===== config.mk =====
export PLATFORM = sky130hd
export DESIGN_NAME = ff_bank_flat
export DESIGN_NICKNAME = d
export VERILOG_FILES = /design/src/rtl/ff_bank_pkg.sv /design/src/rtl/ff_bank_if.sv /design/src/rtl/ff_cell.sv /design/src/rtl/ff_bank.sv /design/src/flat_wrapper.sv
export SDC_FILE = /design/constraint.sdc
export NUM_CORES = 1
export LEC_CHECK = 0
export CAP_MARGIN = 20
export CELL_PAD_IN_SITES_DETAIL_PLACEMENT = 0
export CELL_PAD_IN_SITES_GLOBAL_PLACEMENT = 1
export CORE_MARGIN = 2
export CORE_UTILIZATION = 31
export CTS_CLUSTER_DIAMETER = 200
export CTS_CLUSTER_SIZE = 25
export DETAILED_ROUTE_END_ITERATION = 8
export GPL_TIMING_DRIVEN = 0
export HOLD_SLACK_MARGIN = 0.1
export PLACE_DENSITY_LB_ADDON = 0.12
export SYNTH_ARGS = -nofsm -noshare
export SYNTH_HDL_FRONTEND = slang
export SYNTH_SLANG_ARGS = --single-unit

===== constraint.sdc =====
create_clock -name clk -period 1.1 [get_ports clk]
set_input_delay 0.22 -clock clk [delete_from_list [all_inputs] [get_ports clk]]
set_output_delay 0.22 -clock clk [all_outputs]
set_load 0.01 [all_outputs]

===== src/rtl/ff_bank_pkg.sv =====
// ff_bank_pkg: shared flip-flop mode enum and SR/JK input encodings.
package ff_bank_pkg;
  typedef enum logic [1:0] {
    FF_D  = 2'b00,
    FF_T  = 2'b01,
    FF_SR = 2'b10,
    FF_JK = 2'b11
  } ff_mode_t;
  localparam logic [1:0] AB_HOLD = 2'b00;
  localparam logic [1:0] AB_RST  = 2'b01;
  localparam logic [1:0] AB_SET  = 2'b10;
  localparam logic [1:0] AB_BOTH = 2'b11;
endpackage


===== src/rtl/ff_bank_if.sv =====
// ff_bank_if: control/data bundle for ff_bank; ill_cnt present only with FF_BANK_ILL_CNT_EN.
interface ff_bank_if
  import ff_bank_pkg::*;
#(
  parameter int WIDTH = 8
`ifdef FF_BANK_ILL_CNT_EN
  , parameter int CNT_W = 8
`endif
);
  logic             en;
  ff_mode_t         mode;
  logic [WIDTH-1:0] a;
  logic [WIDTH-1:0] b;
  logic             err_clr;
  logic [WIDTH-1:0] q;
  logic [WIDTH-1:0] qn;
  logic [WIDTH-1:0] err;
  logic             err_any;
`ifdef FF_BANK_ILL_CNT_EN
  logic [CNT_W-1:0] ill_cnt;
`endif
  modport master (
    output en, mode, a, b, err_clr,
    input  q, qn, err, err_any
`ifdef FF_BANK_ILL_CNT_EN
    , input ill_cnt
`endif
  );
  modport slave (
    input  en, mode, a, b, err_clr,
    output q, qn, err, err_any
`ifdef FF_BANK_ILL_CNT_EN
    , output ill_cnt
`endif
  );
endinterface


===== src/rtl/ff_cell.sv =====
// ff_cell: next-state and SR-illegal strobe for one selectable-personality flip-flop bit.
module ff_cell
  import ff_bank_pkg::*;
(
  input  ff_mode_t mode,
  input  logic     q,
  input  logic     a,
  input  logic     b,
  output logic     nxt,
  output logic     ill
);
  logic [1:0] ab;
  logic       jk;
  assign ab  = {a, b};
  assign jk  = ab == AB_RST ? 1'b0 : ab == AB_SET ? 1'b1 : ab == AB_BOTH ? ~q : q;
  assign ill = mode == FF_SR && ab == AB_BOTH;
  // SR shares the JK table except that S=R=1 holds instead of toggling
  assign nxt = mode == FF_D ? a : mode == FF_T ? q ^ a : ill ? q : jk;
endmodule


===== src/rtl/ff_bank.sv =====
// ff_bank: WIDTH D/T/SR/JK flip-flops with sticky SR-illegal flags; FF_BANK_ILL_CNT_EN adds ill_cnt.
module ff_bank
  import ff_bank_pkg::*;
#(
  parameter int               WIDTH   = 8,
  parameter logic [WIDTH-1:0] RST_VAL = '0
`ifdef FF_BANK_ILL_CNT_EN
  , parameter int             CNT_W   = 8
`endif
) (
  input logic      clk,
  input logic      rst,
  ff_bank_if.slave bus
);
  logic [WIDTH-1:0] q;
  logic [WIDTH-1:0] err;
  logic [WIDTH-1:0] nxt;
  logic [WIDTH-1:0] ill;
  logic             evt;
  for (genvar i = 0; i < WIDTH; i++) begin : g_cell
    ff_cell u_cell (
      .mode (bus.mode),
      .q    (q[i]),
      .a    (bus.a[i]),
      .b    (bus.b[i]),
      .nxt  (nxt[i]),
      .ill  (ill[i])
    );
  end
  assign evt = |ill;
  always_ff @(posedge clk) begin
    if (rst) begin
      q   <= RST_VAL;
      err <= '0;
    end else if (bus.en) begin
      q   <= nxt;
      err <= (bus.err_clr ? '0 : err) | ill;
    end
  end
`ifdef FF_BANK_ILL_CNT_EN
  logic [CNT_W-1:0] cnt;
  always_ff @(posedge clk) begin
    if (rst) cnt <= '0;
    else if (bus.en) cnt <= bus.err_clr ? CNT_W'(evt) : (evt && !(&cnt)) ? cnt + 1'b1 : cnt;
  end
  assign bus.ill_cnt = cnt;
`else
  logic unused_evt;
  assign unused_evt = evt;
`endif
  assign bus.q       = q;
  assign bus.qn      = ~q;
  assign bus.err     = err;
  assign bus.err_any = |err;
endmodule


===== src/flat_wrapper.sv =====
// flat-port wrapper written by rule: the top's interface ports become plain ports
module ff_bank_flat import ff_bank_pkg::*;
#(
  parameter int               WIDTH   = 8,
  parameter logic [WIDTH-1:0] RST_VAL = '0

)
  (clk, rst, bus_en, bus_mode, bus_a, bus_b, bus_err_clr, bus_q, bus_qn, bus_err, bus_err_any);
  ff_bank_if #(.WIDTH(WIDTH)) bus_i ();
  input logic clk;
  input logic rst;
  input wire logic [$bits(bus_i.en)-1:0] bus_en;
  input wire logic [$bits(bus_i.mode)-1:0] bus_mode;
  input wire logic [$bits(bus_i.a)-1:0] bus_a;
  input wire logic [$bits(bus_i.b)-1:0] bus_b;
  input wire logic [$bits(bus_i.err_clr)-1:0] bus_err_clr;
  output wire logic [$bits(bus_i.q)-1:0] bus_q;
  output wire logic [$bits(bus_i.qn)-1:0] bus_qn;
  output wire logic [$bits(bus_i.err)-1:0] bus_err;
  output wire logic [$bits(bus_i.err_any)-1:0] bus_err_any;
  assign bus_i.en = bus_en;
  assign bus_i.mode = bus_mode;
  assign bus_i.a = bus_a;
  assign bus_i.b = bus_b;
  assign bus_i.err_clr = bus_err_clr;
  assign bus_q = bus_i.q;
  assign bus_qn = bus_i.qn;
  assign bus_err = bus_i.err;
  assign bus_err_any = bus_i.err_any;
  ff_bank #(.WIDTH(WIDTH), .RST_VAL(RST_VAL)) u_core (.clk(clk), .rst(rst), .bus(bus_i));
endmodule

==> impl_metrics.csv, run 1 <==
group,metric,value,unit
setup_path,r2r-end,"u_core.bus.q[5]",
min_path,hold_path_depth,3,
logic_synthesis,synth_area_per_cell,8.34,µm²
setup_path,ff2ff_path_depth,3,
setup_path,worstSetupPathType,"flip-flop to output port",
setup_path,required,0.88,ns
timing,rsz0062_at_grt,"true",
logic_synthesis,synthAdderAreaFrac,0.200,
setup_path,startpoint_type,"flip-flop",
routing,wl_per_cell,15.8,µm
timing,setup_slack,-0.202,ns
clock_tree,cts_tree,"built",
timing,tightest_slew,0.298,ns
logic_synthesis,yosysSeqAreaShare,0.213,
logic_synthesis,synth-xor-area-share,0,
routing,drc,0,
logic_synthesis,synth_compound_area_frac,0.249,
place,dp_hpwl,3190,µm
final_layout,drive_gt1_frac,0.516,
clock_tree,clockBufferDepth,2,
final_layout,nets,291,
floorplan,initial_core_util,0.320,
logic_synthesis,synth_top_family_by_area,"compound AO/OA/AOI/OAI gates",
global_route,grt_pass1_wl,7510,µm
logic_synthesis,ys_seq_elements,16,
setup_path,crit_arrival,1.08,ns
global_route,grt_start_max_net_pins,11,
global_route,grt_pass1_vias,1545,
min_path,holdCritStartpoint,"bus_a[2]",
clock_tree,holdBufCountCts,0,
logic_synthesis,syn_nets,226,
job,max-cap-violations,0,
timing,final_max_slew_viol_count,0,
outcome,violations,"setup timing",
logic_synthesis,synth_cells,180,
timing,min_period,1.30,ns
floorplan,ios,47,
final_layout,fillers,478,
floorplan,rows,25,
timing,skew,0,ns
floorplan,die_area,0.00542,mm²
final_layout,seq_area,342,µm²
final_layout,n_antenna_cell,0,
pwr,power.density,842,mW/mm²
final_layout,multi_input_area,0.00112,mm²
routing,drt_iter0_markers,92,
logic_synthesis,yosysWarningCount,0,
pwr,p_leak,1.11,nW
min_path,hp-class,"input port to flip-flop",
timing,slew_headroom,0.801,
setup_path,r2r_slack,0.07,ns
logic_synthesis,synthSimpleGateAreaFrac,0.129,
place,io_buffer_count,44,
global_route,antenna_found_initial,0,
logic_synthesis,yosysUniqueCellTypes,22,
floorplan,die-width,73.6,µm
routing,viasPerCell,5.02,
setup_path,r2r-start,"u_core.bus.q[5]",
routing,drtPass1Iterations,4,
clock_tree,clock-sinks,16,
floorplan,design.core.area,0.00469,mm²
floorplan,die_h,73.6,µm
setup_path,crit_path_end_kind,"output port",
clock_tree,numCtsBuffers,3,
timing,finalCritPeriodShare,1.18,
clock_tree,clk_latency,0.25,ns
timing,fmax,768,MHz
global_route,grt.overflow.total,0,
setup_path,cp_max_fo,2,
outcome,status,"finished, violations left",
logic_synthesis,synth_mux_area_frac,0.0533,
clock_tree,cts_root_buffer,"clkbuf_8",
final_layout,final_util,0.479,
place,gp_congestion,0.757,
clock_tree,h-tree-depth,1,
pwr,ir_worst_vdd,0.000435,V
routing,wl,4720,µm
global_route,track_usage,0.182,
pwr,p_total,1.89,mW
routing,final_antenna_net_count,0,
logic_synthesis,netlist_area,0.00150,mm²
min_path,min_to,"u_core.bus.q[2]",
clock_tree,path_clk_slew,0.07,ns
routing,dr_total_vias,1497,
timing,setup_viol,1,
timing,final_hold_viol_count,0,
final_layout,syn_to_final_growth,49.6,%
==> worst max-delay path, stage by stage, from the launching register on <==
cell and delay [ns]:
dfxtp_2 0.33, nor4_2 0.26, nand2_1 0.10, buf_2 0.15
==> state kept, by name, summed over array words and instances, names as in the netlist <==
| name | flops |
|---|---|
| u_core.bus.err | 8 |
| u_core.bus.q | 8 |
==> Yosys cell counts <==
cell type  number  area share
a21oi_1         8       0.027
a41o_1          8       0.053
o211ai_1        5       0.025
buf_4           9       0.045
clkbuf_1        1      0.0025
mux2i_1         8       0.053
buf_6           5       0.037
o21ai_2         3       0.018
ha_1           24        0.20
nand2b_1        1      0.0042
nor2_2          1      0.0042
nor2_1          8       0.020
nand2_1        24       0.060
a22oi_1         8       0.040
a211o_1         8       0.047
buf_2           3       0.010
and2b_1         3       0.015
a211oi_1        8       0.040
dfxtp_1        16        0.21
nor4_1          2      0.0083
inv_1          24       0.060
and2b_2         3       0.018
==> per-layer routing <==
metal | part of all wire | track usage | vias up
met2 | 0.49 | 0.308 | 37
met4 | 0.0053 | 0.0626 | 0
met1 | 0.46 | 0.235 | 709
li1 | - | - | 749
met3 | 0.047 | 0.0247 | 2
met5 | 0 | 0 | -
==> how the worst max path moves through the flow <==
stage,start,end,slack (ns),depth (start not counted)
after floorplan,bus_a[2],u_core.bus.q[2],-0.03,5
final,u_core.bus.err[6],bus_err_any,-0.20,3
after global routing,u_core.bus.err[6],bus_err_any,-0.28,3
after global placement,bus_a[3],u_core.bus.q[3],-0.73,6
after detailed placement,bus_a[2],u_core.bus.q[2],-0.79,6
after CTS,u_core.bus.err[6],bus_err_any,-0.21,3
==> area by class of cell <==
type	count	share of cell area
buffer	17	0.0652
tap	54	0.0301
sequential	16	0.152
inverter	24	0.0468
multi-input combinational	122	0.499
timing repair buffer	61	0.182
clock buffer	4	0.0245
==> layout by cell type (no fill, tap or decap), drive strengths merged, types with 8 or more instances in the layout <==
master  count
dfxtp      16
nor2        9
inv        24
mux2i       8
buf        68
a211o       8
a22oi       8
a211oi      8
clkbuf      9
a21oi       8
ha         24
nand2      24
a41o        8
==> where the power goes <==
group | total, mW | switching, mW | internal, mW
logic | 0.697 | 0.352 | 0.344
registers | 0.649 | 0.0298 | 0.619
clock network | 0.545 | 0.227 | 0.318
total | 1.89 | 0.609 | 1.28
==> metrics by stage <==
stage          hold slack, ns  instance area, µm²  cells  setup WS (ns)  TNS [ns]
2_1_floorplan           0.458                1550    180        -0.0259   -0.0778
3_3_place_gp            0.540                2060    278         -0.730    -11.12
3_5_place_dp            0.531                2060    278         -0.787    -11.61
4_1_cts                 0.360                2180    296         -0.207    -0.207
5_1_grt                 0.344                2250    298         -0.283    -0.308
6_report                0.342                2250    298         -0.202    -0.202
==> cells by family after synthesis <==
logic type                 Yosys count
DFF                                 16
muxes                                8
buffers and inverters               42
adders and majority gates           24
and+or+nand+nor                     42
AOI/OAI and AO/OA                   48
==> timing repair <==
action                                  in CTS  in global routing
buffers inserted                            14                  3
gates resized for setup                    187                 35
pin swaps                                   18                 15
cloned                                       0                  0
endpoints found under the setup margin      41                 18
(Power assumes the default switching activity.)
==> run 2: changes to the inputs <==
--- a/config.mk
+++ b/config.mk
@@ -9,7 +9,7 @@
 export CELL_PAD_IN_SITES_DETAIL_PLACEMENT = 0
 export CELL_PAD_IN_SITES_GLOBAL_PLACEMENT = 1
 export CORE_MARGIN = 2
-export CORE_UTILIZATION = 31
+export CORE_UTILIZATION = 36
 export CTS_CLUSTER_DIAMETER = 200
 export CTS_CLUSTER_SIZE = 25
 export DETAILED_ROUTE_END_ITERATION = 8
==> constraint.sdc (replaced) <==
create_clock -name clk -period 1.5 [get_ports clk]
set_input_delay 0.3 -clock clk [delete_from_list [all_inputs] [get_ports clk]]
set_output_delay 0.3 -clock clk [all_outputs]
set_load 0.01 [all_outputs]
==> run 2 against run 1 <==
  * The run now ends clean
  * Clock power is 27% lower
  * Final cell count is 6.4% lower
  * Worst setup slack better by 0.23 ns
  * Sequential power is 26% lower
  * First-iteration DRC count is 47% lower
  * Cell area is 7.7% lower
  * Critical path depth is 2 lower
  * Largest cell class unchanged
==> impl_metrics.csv, run 2 (synthesis results as in run 1) <==
group,metric,value,unit
global_route,antenna_found_initial,0,
setup_path,crit_path_top_delay_cell,"clkdlybuf4s50_1",
timing,skew,0,ns
final_layout,top_regs,"u_core.bus.err x8, u_core.bus.q x8",
setup_path,max_stage_delay,0.55,ns
global_route,track_usage,0.195,
pwr,ir_worst_vdd,0.000432,V
global_route,grt_pass1_vias,1374,
clock_tree,numCtsBuffers,3,
routing,wl,4180,µm
timing,rsz0062_at_grt,"false",
clock_tree,cts_tree,"built",
place,pre_cts_slack,-0.394,ns
setup_path,crit_arrival,1.17,ns
pwr,seq_power_share,0.366,
place,dp_hpwl,3050,µm
place,dpl_cell_area,0.00200,mm²
clock_tree,h-tree-depth,1,
clock_tree,path_clk_slew,0.07,ns
timing,fmax,679,MHz
final_layout,final_util,0.518,
pwr,p_comb_frac,0.328,
min_path,hp-class,"input port to flip-flop",
floorplan,design.core.area,0.00400,mm²
timing,fin_tns_setup,0,ns
floorplan,die_area,0.00470,mm²
timing,setup_slack,0.0275,ns
routing,final_antenna_net_count,0,
final_layout,drive_gt1_frac,0.175,
timing,tightest_slew,0.609,ns
pwr,pwr-share-clk,0.306,
floorplan,ios,47,
pwr,p_switching,0.401,mW
final_layout,final_common_cell,"dlygate4sd2_1",
clock_tree,clk_latency,0.26,ns
timing,finalCritPeriodShare,0.982,
final_layout,most-common-layout-cells,"29 x dlygate4sd2_1, 24 x inv_1, 24 x nand2_1, 22 x ha_1, 11 x dlymetal6s2s_1",
place,gp_congestion,0.786,
setup_path,worstSetupPathType,"flip-flop to output port",
floorplan,initial_core_util,0.375,
routing,viasPerCell,5.25,
pwr,power.density,629,mW/mm²
clock_tree,cts_root_buffer,"clkbuf_8",
setup_path,startpoint_type,"flip-flop",
place,io_buffer_count,44,
setup_path,cp_num_buf_inv,1,
timing,setup_viol,0,
setup_path,cp_max_fo,3,
routing,drtPass1Iterations,4,
final_layout,n_antenna_cell,0,
setup_path,crit_path_end_kind,"output port",
outcome,status,"completed",
setup_path,crit_family,"buffers and inverters",
global_route,grt.overflow.total,0,
global_route,grt_pass1_wl,6690,µm
timing,slew_headroom,0.594,
final_layout,stdcell_area,0.00207,mm²
clock_tree,clockBufferDepth,2,
timing,final_max_slew_viol_count,0,
global_route,grt_start_max_net_pins,11,
final_layout,syn_to_final_growth,38.1,%
floorplan,rows,23,
routing,drc,0,
clock_tree,clock-sinks,16,
floorplan,die-width,68.6,µm
timing,min_period,1.47,ns
setup_path,path_cells,"clkdlybuf4s50_1",
final_layout,nets,276,
routing,wl_per_cell,15.0,µm
timing,final_hold_viol_count,0,
floorplan,die_h,68.6,µm
pwr,power.internal,0.902,mW
setup_path,required,1.20,ns
pwr,p_leak,1.18,nW
final_layout,fillers,392,
routing,drt_iter0_markers,49,
pwr,switching_share,0.308,
job,max-cap-violations,0,
routing,dr_total_vias,1464,
-- run 2: cell types whose count changed in the layout (fill, tap and decap cells not counted), sizes merged --
| cell | before | now |
|---|---|---|
| clkbuf | 9 | 6 |
| clkdlybuf4s50 | 1 | 3 |
| buf | 68 | 18 |
| dlymetal6s2s | 0 | 11 |
| dlygate4sd2 | 1 | 29 |
| clkdlybuf4s15 | 3 | 0 |
-- run 2: cell type report --
| class | instances | area [µm²] | share of cell area |
|---|---|---|---|
| multi-input cells | 122 | 958 | 0.462 |
| repair buffers | 45 | 434 | 0.209 |
| flip-flops and latches | 16 | 330 | 0.159 |
| plain buffers | 18 | 143 | 0.0688 |
| inverters | 24 | 90.1 | 0.0435 |
| well taps | 50 | 62.6 | 0.0302 |
| clock buffers | 4 | 55.1 | 0.0266 |
-- run 2: per-stage QoR --
step           std cells  power, mW  hold slack, ns
4_1_cts              279       1.33           0.464
5_1_grt              279       1.39           0.464
3_5_place_dp         274      0.953           0.523
3_3_place_gp         274      0.937           0.518
2_1_floorplan        180      0.731           0.538
6_report             279       1.30           0.464
-- run 2: timing repair --
item	CTS	global route
hold buffers	0	0
pin swaps	6	0
setup endpoints to repair	27	18
setup buffers	1	0
gates resized for setup	41	13
-- run 2: per-layer routing --
layer | vias up | part of all wire | routed length [µm] | global-route usage
li1 | 713 | - | - | -
met1 | 703 | 0.44 | 1850 | 0.250
met2 | 42 | 0.47 | 1970 | 0.321
met3 | 6 | 0.069 | 288 | 0.0325
met4 | 0 | 0.015 | 63 | 0.0825
met5 | - | 0 | 0 | 0
-- run 2: power by group through the flow --
stage                     clock network, mW  logic, mW  registers, mW
after CTS                             0.414      0.438          0.477
after global placement                    0      0.456          0.481
after global routing                  0.429      0.476          0.481
after floorplan                           0      0.252          0.479
final                                 0.398      0.428          0.478
after detailed placement                  0      0.471          0.482
-- run 2: final timing paths --
path | startpoint | end | slack [ns] | cells after the start
max | u_core.bus.err[5] | bus_err[5] | 0.03 | 1
min | bus_mode[1] | u_core.bus.q[3] | 0.46 | 4
min reg2reg | u_core.bus.err[2] | u_core.bus.err[2] | 0.54 | 2
max reg2reg | u_core.bus.q[0] | u_core.bus.q[0] | 0.60 | 2
==> RTL edit (flow settings as in run 1) <==
Put a register stage on the output `bus.err_any`, without a reset. The value now appears one clock later.
--- a/src/rtl/ff_bank.sv
+++ b/src/rtl/ff_bank.sv
@@ -52,5 +52,7 @@
   assign bus.qn      = ~q;
   assign bus.err     = err;
-  assign bus.err_any = |err;
+  always_ff @(posedge clk) begin
+    bus.err_any <= |err;
+  end
 endmodule
 
Check against the original RTL: not equivalent (a bounded check fails within 4 cycles, from zero or initial values and one cycle with rst high).
==> RTL edit against run 1 <==
Sequential power rose by 6.6%. Wire length rose by 1.9%. Worst setup slack improved by 0.22 ns. Die area rose by 1.2%. Power fell by 0.20%. Sequential cell count rose by 1. Cell area fell by 2.1%. Critical path depth fell by 1. Synthesized cell count rose by 0.56%. Area after synthesis rose by 1.3%. Global-route usage fell by 0.24 points. First-iteration DRC count fell by 50%. Critical endpoint is now bus_q[4]. Largest power group is now registers. Highest routed layer unchanged.
==> RTL edit: results (changes against run 1) <==
[drt]
drt-met1-wl_microns = 2110  ; -2.8%
wire_per_inst_microns = 15.5  ; -2.0%
detail_route.vias_per_cell = 4.95  ; -1.4%
wl_met2_microns = 2380  ; +4.0%
drt_iter0_drc = 46  ; -50%

[placement]
detailedPlace.worstSlack_ns = -0.790  ; -0.00306 ns
gp_congestion = 0.712  ; -5.9%
dp_hpwl_microns = 3280  ; +2.9%

[worst_setup_path]
arrival_ns = 0.86  ; -0.22 ns
cp_max_fo = 4  ; +2
cp-startpoint = u_core.bus.q[4]$_SDFFE_PP0P_
timing.rr.start = u_core.bus.q[3]$_SDFFE_PP0P_

[synthesis]
yosysSeqAreaShare = 0.224  ; +0.0105
syn_inst = 181  ; +0.56%
synth_fa_ha_area_frac = 0.198  ; -0.00247
synthTopCellsByArea = dfxtp_1 22%, ha_1 20%, inv_1 5.9%
synthXorXnorAreaFrac = 0  ; unchanged
synthesis.nets = 227  ; +0.44%
synth.area.mux_share = 0.0527  ; -0.000658
yosys-top-cells-count = 24 x ha_1, 24 x inv_1, 24 x nand2_1, 17 x dfxtp_1, 9 x buf_4
synth-compound-area-share = 0.246  ; -0.00308

[finish]
fillerInstances = 471  ; -1.5%
final_area_sq_um = 2200  ; -2.1%
clock_area_frac = 0.0205  ; -0.00403
fin_cells = 310  ; +4.0%
regArea_sq_um = 355  ; +4.0%
top_regs = u_core.bus.err (8), u_core.bus.q (8), u_core.bus.err_any (1)
fin_nets = 290  ; -0.34%
buffers = 76  ; -2.6%
seq_cell_count = 17  ; +1
non_clock_buffer_area_share = 0.243  ; -0.00446
inv_count = 24  ; unchanged

[grt]
grtUsageTotal = 0.179  ; -0.00237
grtUsageMet1 = 0.226  ; -0.00970
groute.layer.met3.usage = 0.0244  ; -0.000301
grtUsageMet2 = 0.316  ; +0.00893
antenna_found_initial = 0  ; unchanged
grt_pass1_vias = 1561  ; +1.0%

[power]
p_leak_nw = 1.09  ; -1.7%
vdd_drop_max_mv = 0.481  ; +11%

[run_status]
status = complete, no violations

[floorplan]
die_w_microns = 74.0  ; +0.58%

[sta]
period_minus_slack_ns = 1.08  ; -0.222 ns
clock_skew_ns = 0.0108  ; +0.0108 ns
fin_hold_ws_ns = 0.374  ; +0.0325 ns
worstMarginPinSlew_ns = 0.284  ; -0.0138 ns

[clock_tree]
worstSkewPairLatency_ns = 0.27  ; +0.02 ns

RTL edit: report_power, final:
part / internal [mW] / switching (mW) / leakage [nW]
Combinational: 0.334 / 0.348 / 0.923
Clock: 0.259 / 0.254 / 0.0228
Sequential: 0.660 / 0.0316 / 0.144
RTL edit: logic make-up after synthesis:
family / after synthesis
compound gates: 48
fa+ha+maj: 24
buf+inv: 42
flops: 17
mux: 8
simple gates: 42
RTL edit: worst max-delay path, delay by kind of cell (launching register included):
family,cells,cell delay (ns)
buf+inv,2,0.26
flops,1,0.34
RTL edit: worst paths after layout:
check / to / cells after the start
worst max register to register: u_core.bus.q[3]$_SDFFE_PP0P_ / 3
worst max-delay path: bus_q[4] / 2
worst min-delay path: u_core.bus.q[2]$_SDFFE_PP0P_ / 3
worst min register to register: u_core.bus.err_any$_DFF_P_ / 2
RTL edit: what timing repair did:
action / in CTS / in global routing
resized for setup: 171 / 38
pin swaps: 9 / 13
endpoints found under the setup margin: 41 / 14
setup buffers: 12 / 2
